[src/rtl/reg_array_rdata_issuer_if.sv]
// reg_array_rdata_issuer_if: job control, SRAM read port and reg-array beat stream of the rdata issuer
interface reg_array_rdata_issuer_if #(parameter int DW = 8, parameter int AW = 10);
  logic START;
  logic [AW-1:0] BASE_ADDR;
  logic [7:0] NUM_GROUPS;
  logic [3:0] NUM_RDATA;
  logic REG_ARRAY_FULL;
  logic REC_RDATA;
  logic MEM_RD_EN;
  logic [AW-1:0] MEM_RADDR;
  logic [DW-1:0] MEM_RDATA;
  logic [DW-1:0] RDATA;
  logic RDATA_VLD;
  logic BUSY;
  logic DONE;
  modport slave(
    input START, BASE_ADDR, NUM_GROUPS, NUM_RDATA, REG_ARRAY_FULL, REC_RDATA, MEM_RDATA,
    output MEM_RD_EN, MEM_RADDR, RDATA, RDATA_VLD, BUSY, DONE
  );
  modport master(
    output START, BASE_ADDR, NUM_GROUPS, NUM_RDATA, REG_ARRAY_FULL, REC_RDATA, MEM_RDATA,
    input MEM_RD_EN, MEM_RADDR, RDATA, RDATA_VLD, BUSY, DONE
  );
endinterface

[src/rtl/reg_array_rdata_issuer.sv]
// reg_array_rdata_issuer: issues grouped SRAM read bursts and forwards the returned words as a beat stream into the reg array
module reg_array_rdata_issuer #(
  parameter int DW = 8,
  parameter int AW = 10
) (
  input  logic SYS_CLK,
  input  logic SYS_RST,
  reg_array_rdata_issuer_if.slave bus
);
  typedef enum logic [1:0] {IDLE, SPACE, ISSUE, COMMIT} state_t;
  state_t state;
  logic [AW-1:0] addr;
  logic [7:0] num_groups, grp;
  logic [3:0] num_rdata, beat;
  logic valid_d;
  logic [DW-1:0] rdata;
  assign bus.RDATA = rdata;
  always_ff @(posedge SYS_CLK or posedge SYS_RST) begin
    if (SYS_RST) begin
      state <= IDLE;
      addr <= '0;
      num_groups <= '0;
      num_rdata <= '0;
      grp <= '0;
      beat <= '0;
      valid_d <= 1'b0;
      rdata <= '0;
      bus.MEM_RD_EN <= 1'b0;
      bus.MEM_RADDR <= '0;
      bus.RDATA_VLD <= 1'b0;
      bus.BUSY <= 1'b0;
      bus.DONE <= 1'b0;
    end else begin
      bus.DONE <= 1'b0;
      valid_d <= bus.MEM_RD_EN;
      bus.RDATA_VLD <= valid_d;
      if (valid_d) rdata <= bus.MEM_RDATA;
      case (state)
        IDLE:
          if (bus.START && bus.NUM_RDATA != 4'd0) begin
            if (bus.NUM_GROUPS == 8'd0) bus.DONE <= 1'b1;
            else begin
              addr <= bus.BASE_ADDR;
              num_groups <= bus.NUM_GROUPS;
              num_rdata <= bus.NUM_RDATA;
              grp <= '0;
              bus.BUSY <= 1'b1;
              state <= SPACE;
            end
          end
        // full is only sampled here, which is never earlier than the cycle after a commit
        SPACE:
          if (!bus.REG_ARRAY_FULL) begin
            bus.MEM_RD_EN <= 1'b1;
            bus.MEM_RADDR <= addr;
            beat <= 4'd1;
            state <= ISSUE;
          end
        ISSUE:
          if (beat == num_rdata) begin
            bus.MEM_RD_EN <= 1'b0;
            addr <= bus.MEM_RADDR + 1'b1;
            state <= COMMIT;
          end else begin
            bus.MEM_RADDR <= bus.MEM_RADDR + 1'b1;
            beat <= beat + 4'd1;
          end
        COMMIT:
          if (bus.REC_RDATA) begin
            grp <= grp + 8'd1;
            bus.DONE <= (grp + 8'd1 == num_groups);
            bus.BUSY <= (grp + 8'd1 != num_groups);
            state <= (grp + 8'd1 == num_groups) ? IDLE : SPACE;
          end
        default: state <= IDLE;
      endcase
    end
  end
endmodule

[src/flat_wrapper.sv]
// flat-port wrapper written by rule: the top's interface ports become plain ports
module reg_array_rdata_issuer_flat 
#(
  parameter int DW = 8,
  parameter int AW = 10
)
  (SYS_CLK, SYS_RST, bus_START, bus_BASE_ADDR, bus_NUM_GROUPS, bus_NUM_RDATA, bus_REG_ARRAY_FULL, bus_REC_RDATA, bus_MEM_RDATA, bus_MEM_RD_EN, bus_MEM_RADDR, bus_RDATA, bus_RDATA_VLD, bus_BUSY, bus_DONE);
  reg_array_rdata_issuer_if #(.DW(DW), .AW(AW)) bus_i ();
  input  logic SYS_CLK;
  input  logic SYS_RST;
  input wire logic [$bits(bus_i.START)-1:0] bus_START;
  input wire logic [$bits(bus_i.BASE_ADDR)-1:0] bus_BASE_ADDR;
  input wire logic [$bits(bus_i.NUM_GROUPS)-1:0] bus_NUM_GROUPS;
  input wire logic [$bits(bus_i.NUM_RDATA)-1:0] bus_NUM_RDATA;
  input wire logic [$bits(bus_i.REG_ARRAY_FULL)-1:0] bus_REG_ARRAY_FULL;
  input wire logic [$bits(bus_i.REC_RDATA)-1:0] bus_REC_RDATA;
  input wire logic [$bits(bus_i.MEM_RDATA)-1:0] bus_MEM_RDATA;
  output wire logic [$bits(bus_i.MEM_RD_EN)-1:0] bus_MEM_RD_EN;
  output wire logic [$bits(bus_i.MEM_RADDR)-1:0] bus_MEM_RADDR;
  output wire logic [$bits(bus_i.RDATA)-1:0] bus_RDATA;
  output wire logic [$bits(bus_i.RDATA_VLD)-1:0] bus_RDATA_VLD;
  output wire logic [$bits(bus_i.BUSY)-1:0] bus_BUSY;
  output wire logic [$bits(bus_i.DONE)-1:0] bus_DONE;
  assign bus_i.START = bus_START;
  assign bus_i.BASE_ADDR = bus_BASE_ADDR;
  assign bus_i.NUM_GROUPS = bus_NUM_GROUPS;
  assign bus_i.NUM_RDATA = bus_NUM_RDATA;
  assign bus_i.REG_ARRAY_FULL = bus_REG_ARRAY_FULL;
  assign bus_i.REC_RDATA = bus_REC_RDATA;
  assign bus_i.MEM_RDATA = bus_MEM_RDATA;
  assign bus_MEM_RD_EN = bus_i.MEM_RD_EN;
  assign bus_MEM_RADDR = bus_i.MEM_RADDR;
  assign bus_RDATA = bus_i.RDATA;
  assign bus_RDATA_VLD = bus_i.RDATA_VLD;
  assign bus_BUSY = bus_i.BUSY;
  assign bus_DONE = bus_i.DONE;
  reg_array_rdata_issuer #(.DW(DW), .AW(AW)) u_core (.SYS_CLK(SYS_CLK), .SYS_RST(SYS_RST), .bus(bus_i));
endmodule
[config.mk]
export PLATFORM = sky130hd
export DESIGN_NAME = reg_array_rdata_issuer_flat
export DESIGN_NICKNAME = d
export VERILOG_FILES = /design/src/rtl/reg_array_rdata_issuer_if.sv /design/src/rtl/reg_array_rdata_issuer.sv /design/src/flat_wrapper.sv
export SDC_FILE = /design/constraint.sdc
export NUM_CORES = 1
export LEC_CHECK = 0
export BUFFER_PORTS_ARGS = -buffer_cell sky130_fd_sc_hd__buf_2
export CORE_MARGIN = 1.5
export CORE_UTILIZATION = 47
export CTS_BUF_LIST = sky130_fd_sc_hd__clkbuf_4
export CTS_CLUSTER_DIAMETER = 50
export DETAILED_ROUTE_END_ITERATION = 8
export PLACE_DENSITY = 0.68
export SYNTH_ARGS = -nofsm -noshare
export SYNTH_HDL_FRONTEND = slang
export SYNTH_SLANG_ARGS = --single-unit
export TNS_END_PERCENT = 30
[constraint.sdc]
create_clock -name SYS_CLK -period 4.1 [get_ports SYS_CLK]
set_input_delay 0.82 -clock SYS_CLK [delete_from_list [all_inputs] [get_ports SYS_CLK]]
set_output_delay 0.82 -clock SYS_CLK [all_outputs]
set_load 0.1 [all_outputs]
# == Word level (Yosys, flattened, before mapping) ==
# Index checks and enable logic that the tools add are counted.
# classes
add_sub_neg,3
eq_ne,12
n_mux,32
n_bitwise,1
reduce_logical,13
# ops
cell,n
two-way mux 10 bit,5
case mux 10 bit (2 select lines),2
two-way mux 8 bit,3
case mux 8 bit (2 select lines),1
adder 10 x 1 -> 10 bit (second input constant),1
two-way mux 2 bit,5
two-way mux 1 bit,9
AND reduction 3 bit,3
adder 8 x 1 -> 8 bit (second input constant),1
== test 8 bit,1
logical NOT 8 bit,1
two-way mux 4 bit,2
inequality test 2 bit (second input constant),4
inequality test 8 bit,1
case mux 2 bit (4 select lines),1
case mux 4 bit (2 select lines),1
AND reduction 4 bit,2
case mux 1 bit (2 select lines),3
nonzero test 2 bit,3
AND reduction 5 bit,1
adder 4 x 1 -> 4 bit (second input constant),1
== test 2 bit (second input constant),2
== test 4 bit,1
inequality test 2 x 1 -> 1 bit (second input constant),2
other kinds (5),5
# word_totals
register_bits,59
input_bits,35

# == Longest topological paths before layout ==
# Gate-level depths: netlist of the first run.
# depth
depth_word,5
depth_mapped,9

# == Worst setup path after synthesis of the first run ==
# Ideal clock, no wire load.
# synth_path
path_type,reg2reg
startpoint,register u_core.bus.MEM_RADDR[0]
endpoint,register u_core.addr[8]
arrival_ns,2.338
path_slack_ns,1.637
path_stages_with_launch,7
period_less_slack_ns,2.463
cell_sequence,dfrtp_1 > ha_1 > and4_1 > and4_1 > xnor2_1 > a21oi_1 > mux2_2
# synth_via
elab_chain_len,3
# synth_lines
element,line,text
start: declaration,reg_array_rdata_issuer_if.sv:18,"output MEM_RD_EN, MEM_RADDR, RDATA, RDATA_VLD, BUSY, DONE"
start signal: assignment,reg_array_rdata_issuer.sv:55,bus.MEM_RADDR <= addr;
start signal: assignment,reg_array_rdata_issuer.sv:65,bus.MEM_RADDR <= bus.MEM_RADDR + 1'b1;
adder 10 x 1 -> 10 bit,reg_array_rdata_issuer.sv:62,addr <= bus.MEM_RADDR + 1'b1;
two-way mux 10 bit,reg_array_rdata_issuer.sv:60,if (beat == num_rdata) begin
case mux 10 bit (2 select lines),reg_array_rdata_issuer.sv:38,case (state)
end signal: assignment,reg_array_rdata_issuer.sv:43,addr <= bus.BASE_ADDR;
end signal: assignment,reg_array_rdata_issuer.sv:62,
end: declaration,reg_array_rdata_issuer.sv:12,logic [AW-1:0] addr;
# Every way passes these cells. The select of a mux whose other input is x is not followed.
# A chain may end at the register's enable or synchronous reset.

# == Worst setup path in the final report of the first run ==
# layout_path
startpoint,register u_core.state[0]
endpoint,register u_core.addr[5]
# layout_via
elab_chain_len,3
elab_cells_between_ends,8
# layout_lines
element,line,text
start: declaration,reg_array_rdata_issuer.sv:11,state_t state;
start signal: assignment,reg_array_rdata_issuer.sv:73,state <= (grp + 8'd1 == num_groups) ? IDLE : SPACE;
== test 2 bit / logical NOT 2 bit (equally long branches),reg_array_rdata_issuer.sv:38,
"inequality test 2 x 1 -> 1 bit (no line), or another cell as far along",--,
AND reduction 4 bit (no line),--,
# Parallel ways exist; a longest one is shown, timed or not.

==> results.yml, run 1 <==
logic_synthesis:
  synth.net_count: 363
  syn_area_per_cell_sq_um: 10.4
  synth.lib_cells_used.distinct: 51
  synth_warnings: 0
  synth-seq-cells: 59
  synth-edff-count: 0
  mappedNetlistArea_sq_um: 3320
  postSynthCellCount: 320
  yosys_most_used_dff: "sky130_fd_sc_hd__dfrtp_1"
  synth_seq_area_share_pct: 44.5
  synth-async-reset-ratio_pct: 100
critical_path:
  worst_path_max_delay_cell: "sky130_fd_sc_hd__a22oi_4"
  setup.worst_path.start_class: "flop"
  critical_path_peak_fanout: 13
  setup.worst_path.class: "reg2reg"
  crit-reg2reg-launch: "u_core.state[0]$_DFFE_PP0P_"
  crit_family: "simple AND/OR/NAND/NOR gates"
  worstSetupEndpointType: "flop"
  max_stage_delay_ns: 0.49
  crit_buf_inv: 1
  arrival_time_of_the_worst_setup_path_ns: 2.89
  crit_chain: "inv_1 -> ha_1 -> nand2_1 -> nor2_2 -> nand2_1 -> a22oi_4 -> mux2_2"
  cpMostUsedCell: "sky130_fd_sc_hd__nand2_1"
  worstPathRequired_ns: 4.39
  crit_startpoint: "u_core.state[0]$_DFFE_PP0P_"
clocking:
  cts-resized-gates: 0
  level_count_of_the_clock_h_tree: 3
  postCtsHoldBufs: 0
  clkLatencyLatePin_ns: 0.40
  clk_transition_reported_paths_ns: 0.11
  clock_buffer_depth: 2
  cts_buffers: 9
  cts_post_setup_buffers_inserted: 0
  cts-root-buf: "sky130_fd_sc_hd__clkbuf_4"
  tritoncts: "built"
  clkSinkCount: 59
timing:
  maxClockFrequency_ghz: 0.385
  setup_total_negative_slack_ns: 0
  report.final.setup_viol: 0
  fin_worst_skew_ns: 0.00986
  actual_slew_at_the_worst_max_slew_pin_ns: 0.924
  maxSlewViolCount: 0
  fin_crit_sh_pct: 63.4
  rsz0062_at_grt: "no"
  finalWorstSetupSlack_ns: 1.50
  finalCriticalPeriod_ns: 2.60
  hold_violations: 0
  worst_slew_margin_rel_pct: 38.4
place:
  hpwl_um: 4850
  placed_cells: 460
  last_weighted_congestion_value_of_the_routability_driven_placer: 0.817
  place.port_buffers: 56
  place_area_sq_um: 3650
  dp_worst_setup_slack_ns: 1.48
drt:
  antenna_left: 0
  detail_route.wirelength_um: 6930
  residual_drc_count: 0
  route.vias.total: 2577
  route.detailed.vias_per_inst: 5.41
  detailedRoute.firstPassIterationCount: 4
  wl_per_cell_um: 14.6
  drt_iter0_markers: 143
floorplan:
  fp.dieArea_sq_um: 7570
  chipHeight_um: 87.0
  fp-row-count: 30
  die_w_um: 87.0
  core_region_area_sq_um: 6790
  ioPinCount: 57
  initial_utilization_pct: 48.8
layout:
  utilization_pct: 56.1
  final_cells: 476
  synthToLayoutAreaGrowth_pct: 14.9
  stdcell_area_sq_um: 3810
  layout-drive-gt1-share_pct: 31.1
  diode_count: 0
  final_nets: 418
grt:
  global_route.usage.total_pct: 19.8
  number_of_global_route_vias_before_repair: 2412
  grt_max_degree: 45
  global_route_wire_length_before_repair_um: 11600
  number_of_antenna_violations_at_the_first_check_in_global_routing: 0
  gr-total-overflow: 0
hold_path:
  hold_start: "u_core.bus.MEM_RD_EN$_DFFE_PP0P_"
  worstHoldPathType: "reg2reg"
pwr:
  power_leakage_uw: 0.00167
  cellPowerDensity_nw_per_um2: 839
  vdd_ir_max_uv: 461
run_status:
  run_status: "completed"
run:
  maxCapViolCount: 0
[cell families after synthesis]
| group | after synthesis | share of synthesized area [%] |
|---|---|---|
| adder cells (fa/ha/maj) | 8 | 3.02 |
| buffers and inverters | 24 | 3.62 |
| XOR/XNOR | 23 | 6.07 |
| multiplexers | 38 | 12.6 |
| AND/OR/NAND/NOR | 94 | 15.3 |
| flip-flops | 59 | 44.5 |
| AO/OA/AOI/OAI | 74 | 14.9 |
[placed cells by master, fill, tap and decap left out, types with 8 or more instances in the layout]
master / instances
sky130_fd_sc_hd__clkbuf_4: 9
sky130_fd_sc_hd__mux2_2: 30
sky130_fd_sc_hd__mux2i_1: 8
sky130_fd_sc_hd__inv_1: 8
sky130_fd_sc_hd__nand2_1: 30
sky130_fd_sc_hd__nor2_1: 16
sky130_fd_sc_hd__xnor2_1: 16
sky130_fd_sc_hd__nand3_1: 12
sky130_fd_sc_hd__ha_1: 8
sky130_fd_sc_hd__o21ai_0: 15
sky130_fd_sc_hd__a21oi_1: 19
sky130_fd_sc_hd__dfrtp_1: 59
sky130_fd_sc_hd__buf_2: 56
[final cells by class]
type | count | area (sq um)
fill | 629 | 2980
timing repair buffer | 58 | 295
inverter | 10 | 37.5
clock buffer | 9 | 67.6
tap | 96 | 120
sequential | 59 | 1480
multi-input combinational | 237 | 1720
clock inverter | 7 | 92.6
[cells in the mapped netlist, types with 5 or more instances]
| cell type | n | area, sq um |
|---|---|---|
| sky130_fd_sc_hd__nor2_1 | 16 | 60.1 |
| sky130_fd_sc_hd__ha_1 | 8 | 100 |
| sky130_fd_sc_hd__dfrtp_1 | 59 | 1480 |
| sky130_fd_sc_hd__nand3_1 | 12 | 60.1 |
| sky130_fd_sc_hd__nand2_1 | 30 | 113 |
| sky130_fd_sc_hd__a211oi_1 | 6 | 45.0 |
| sky130_fd_sc_hd__a31oi_1 | 5 | 31.3 |
| sky130_fd_sc_hd__xnor2_1 | 16 | 140 |
| sky130_fd_sc_hd__o21ai_0 | 15 | 75.1 |
| sky130_fd_sc_hd__o22ai_1 | 6 | 37.5 |
| sky130_fd_sc_hd__xor2_1 | 7 | 61.3 |
| sky130_fd_sc_hd__mux2_2 | 30 | 338 |
| sky130_fd_sc_hd__a21oi_1 | 19 | 95.1 |
| sky130_fd_sc_hd__inv_1 | 9 | 33.8 |
| sky130_fd_sc_hd__mux2i_1 | 8 | 80.1 |
| sky130_fd_sc_hd__buf_2 | 5 | 25.0 |
[through the flow]
step                      hold slack, ns  total power [uW]
after floorplan                    0.352              2430
after global placement             0.424              2690
after detailed placement           0.430              2730
after CTS                          0.456              3220
after global routing               0.449              3400
final                              0.438              3200
[registers in the layout (all words and copies together), names as in the netlist]
name / flops
u_core.grp: 8
u_core.bus.RDATA_VLD: 1
u_core.beat: 4
u_core.bus.MEM_RD_EN: 1
u_core.bus.DONE: 1
u_core.bus.BUSY: 1
u_core.num_rdata: 4
u_core.num_groups: 8
u_core.addr: 10
u_core.state: 2
u_core.bus.RDATA: 8
u_core.bus.MEM_RADDR: 10
u_core.valid_d: 1
[power breakdown]
part	switching, uW	total [uW]	internal [uW]
registers	223	1020	800
clock network	231	476	245
logic	1110	1700	587
[worst paths after layout]
check / slack, ns / cells past startpoint / to
worst max-delay path: 1.50 / 7 / u_core.addr[5]$_DFFE_PP0P_
worst min-delay path: 0.44 / 0 / u_core.valid_d$_DFF_PP0_
worst max register to register: 1.50 / 7 / u_core.addr[5]$_DFFE_PP0P_
worst min register to register: 0.44 / 0 / u_core.valid_d$_DFF_PP0_
max in group asynchronous: 2.77 / 3 / u_core.num_groups[7]$_DFFE_PP0P_
min in group asynchronous: 0.54 / 2 / u_core.bus.RDATA[0]$_DFFE_PP0P_
[metal layers]
layer / global-route usage (%) / up-vias / wire length, um
met5: 0 / - / 0
met4: 7.62 / 0 / 110
met3: 3.98 / 10 / 250
met2: 31.6 / 57 / 3270
met1: 26.6 / 1238 / 3300
li1: - / 1272 / -
Note: power is estimated with default switching activity, not from simulation.
==> run 2, diff against run 1 <==
--- a/config.mk
+++ b/config.mk
@@ -5,6 +5,7 @@
 export SDC_FILE = /design/constraint.sdc
 export NUM_CORES = 1
 export LEC_CHECK = 0
+export ABC_AREA = 1
 export BUFFER_PORTS_ARGS = -buffer_cell sky130_fd_sc_hd__buf_2
 export CORE_MARGIN = 1.5
 export CORE_UTILIZATION = 47
==> constraint.sdc (replaced) <==
create_clock -name SYS_CLK -period 2.44 [get_ports SYS_CLK]
set_input_delay 0.488 -clock SYS_CLK [delete_from_list [all_inputs] [get_ports SYS_CLK]]
set_output_delay 0.488 -clock SYS_CLK [all_outputs]
set_load 0.1 [all_outputs]
==> run 2 against run 1 <==
Compared with the run above: the flow now finishes with violations (DRC); highest routed layer unchanged; worst hold slack got worse by 0.32 ns; critical path type unchanged; global-route usage barely moved; largest cell class is now registers; first-iteration DRC count rose by 29%; non-clock buffer count rose by 1; routed wire length fell by 2.9%; critical endpoint is now u_core.addr[1]$_DFFE_PP0P_; core utilization rose by 0.21 points.
==> results.yml, run 2 <==
logic_synthesis:
  yosysTopAreaCellShare_pct: 46.8
  synth_seq_area_share_pct: 46.8
  synth_common_cells: "97 x sky130_fd_sc_hd__nand2_1, 59 x sky130_fd_sc_hd__dfrtp_1, 38 x sky130_fd_sc_hd__inv_1"
  synth_warnings: 0
  synth_area_leaders: "sky130_fd_sc_hd__dfrtp_1 47%, sky130_fd_sc_hd__nand2_1 12%, sky130_fd_sc_hd__inv_1 4.5%, sky130_fd_sc_hd__nand3_1 3.8%, sky130_fd_sc_hd__o21ai_0 3.8%"
  synth_top_cell_by_area: "sky130_fd_sc_hd__dfrtp_1"
  mappedNetlistArea_sq_um: 3160
  yosys_most_used_dff: "sky130_fd_sc_hd__dfrtp_1"
  synth-edff-count: 0
  synthMostInstantiatedCell: "sky130_fd_sc_hd__nand2_1"
  syn_area_per_cell_sq_um: 8.37
  synth.net_count: 420
  synth-seq-cells: 59
  synth-async-reset-ratio_pct: 100
  postSynthCellCount: 377
  synth.lib_cells_used.distinct: 37
clocking:
  clk_transition_reported_paths_ns: 0.09
  cts_post_setup_buffers_inserted: 0
  cts-root-buf: "sky130_fd_sc_hd__clkbuf_4"
  clock_buffer_depth: 2
  tritoncts: "built"
  level_count_of_the_clock_h_tree: 3
  cts_buffers: 9
  clkSinkCount: 59
  clkLatencyLatePin_ns: 0.40
  postCtsHoldBufs: 0
  cts-resized-gates: 0
timing:
  report.final.setup_viol: 0
  rsz0062_at_grt: "no"
  fin_crit_sh_pct: 76.3
  maxClockFrequency_ghz: 0.537
  hold_violations: 0
  fin_worst_skew_ns: 0.00902
  finalCriticalPeriod_ns: 1.86
  actual_slew_at_the_worst_max_slew_pin_ns: 0.525
  setup_total_negative_slack_ns: 0
  maxSlewViolCount: 0
  worst_slew_margin_rel_pct: 65.0
drt:
  wl_per_cell_um: 12.9
  detailedRoute.firstPassIterationCount: 7
  antenna_left: 0
  route.detailed.vias_per_inst: 5.13
  detail_route.wirelength_um: 6730
  route.vias.total: 2675
  drt_iter0_markers: 184
  residual_drc_count: 6
floorplan:
  fp.dieArea_sq_um: 7220
  chipHeight_um: 85.0
  ioPinCount: 57
  die_w_um: 85.0
  core_region_area_sq_um: 6420
  initial_utilization_pct: 49.2
  fp-row-count: 29
grt:
  global_route.usage.total_pct: 19.8
  number_of_antenna_violations_at_the_first_check_in_global_routing: 0
  gr-total-overflow: 0
  number_of_global_route_vias_before_repair: 2519
  global_route_wire_length_before_repair_um: 11400
  grt_max_degree: 37
critical_path:
  worstPathRequired_ns: 2.76
  max_stage_delay_ns: 0.45
  arrival_time_of_the_worst_setup_path_ns: 2.18
  critical_path_peak_fanout: 15
  setup.worst_path.class: "reg2reg"
  worstSetupEndpointType: "flop"
  crit_family: "simple AND/OR/NAND/NOR gates"
  crit_chain: "inv_1 -> ha_1 -> inv_1 -> nor2_1 -> nand2_2 -> nand2_2 -> nand2_4 -> inv_2 -> nor2_1 -> a31oi_2"
  worst_path_max_delay_cell: "sky130_fd_sc_hd__dfrtp_1"
  setup.worst_path.start_class: "flop"
  crit_buf_inv: 3
layout:
  mostFrequentLayoutCells: "97 x sky130_fd_sc_hd__nand2_1, 59 x sky130_fd_sc_hd__dfrtp_1, 56 x sky130_fd_sc_hd__buf_2, 37 x sky130_fd_sc_hd__inv_1, 26 x sky130_fd_sc_hd__nor2_1"
  synthToLayoutAreaGrowth_pct: 14.5
  most_frequent_standard_cell_in_the_layout_excluding_fill_and_tap_cells: "sky130_fd_sc_hd__nand2_1"
  layout-drive-gt1-share_pct: 25.5
  largest_registers: "u_core.addr (10), u_core.bus.MEM_RADDR (10)"
  final_nets: 483
  diode_count: 0
hold_path:
  worstHoldPathType: "in2async"
run_status:
  failed_checks: "DRC"
  run_status: "complete, but fails checks"
place:
  last_weighted_congestion_value_of_the_routability_driven_placer: 0.893
  place.port_buffers: 56
  hpwl_um: 4940
run:
  maxCapViolCount: 0
## run 2: per-stage QoR
stage / instance area (sq um) / hold WS [ns] / std cells / setup WS, ns / utilization (%)
2_1_floorplan: 3160 / 0.352 / 377 / 0.261 / -
3_3_place_gp: 3520 / 0.389 / 506 / 0.553 / 54.8
3_5_place_dp: 3520 / 0.397 / 506 / 0.493 / 54.8
4_1_cts: 3610 / 0.134 / 521 / 0.581 / 56.3
5_1_grt: 3610 / 0.138 / 521 / 0.396 / 56.3
6_report: 3610 / 0.116 / 521 / 0.579 / 56.3
## run 2: logic make-up after synthesis
kind of cell,Yosys count,synth area share (%)
compound gates,71,13.7
xor+xnor,6,1.66
fa+ha+maj,8,3.17
buf+inv,50,6.70
flops,59,46.8
mux,8,2.85
simple gates,175,25.1
## run 2: cell type report
type | instances | area [sq um]
clock inverters | 5 | 21.3
fillers | 604 | 2810
clock buffers | 10 | 75.1
multi-input cells | 268 | 1470
repair buffers | 59 | 315
flip-flops and latches | 59 | 1480
inverters | 43 | 161
well taps | 77 | 96.3
## run 2: final timing paths
kind	depth (start not counted)	slack, ns	end	start
worst max-delay path	10	0.58	u_core.addr[1]$_DFFE_PP0P_	u_core.state[0]$_DFFE_PP0P_
worst min-delay path	2	0.12	u_core.bus.RDATA[6]$_DFFE_PP0P_	SYS_RST
worst max register to register	10	0.58	u_core.addr[1]$_DFFE_PP0P_	u_core.state[0]$_DFFE_PP0P_
worst min register to register	0	0.42	u_core.valid_d$_DFF_PP0_	u_core.bus.MEM_RD_EN$_DFFE_PP0P_
max in group asynchronous	3	1.75	u_core.grp[2]$_DFFE_PP0P_	SYS_RST
min in group SYS_CLK	3	0.31	u_core.num_groups[4]$_DFFE_PP0P_	bus_NUM_GROUPS[4]
## run 2: worst register-to-register path, delay by kind of cell, from the launching register on
kind            cells  cell delay, ns
flops               1            0.45
simple gates        5            0.54
compound gates      1            0.13
buf+inv             3            0.44
fa+ha+maj           1            0.23
## run 2: layer usage
layer,vias to the layer above,global-route usage [%],routed length (um)
met5,-,0,0
met4,0,6.86,98
met3,10,5.16,360
met2,63,30.7,3110
met1,1234,27.2,3160
li1,1368,-,-
Power of run 2 is not shown: default switching activity piles up to over one toggle a cycle in this logic, so the estimate is an artifact.
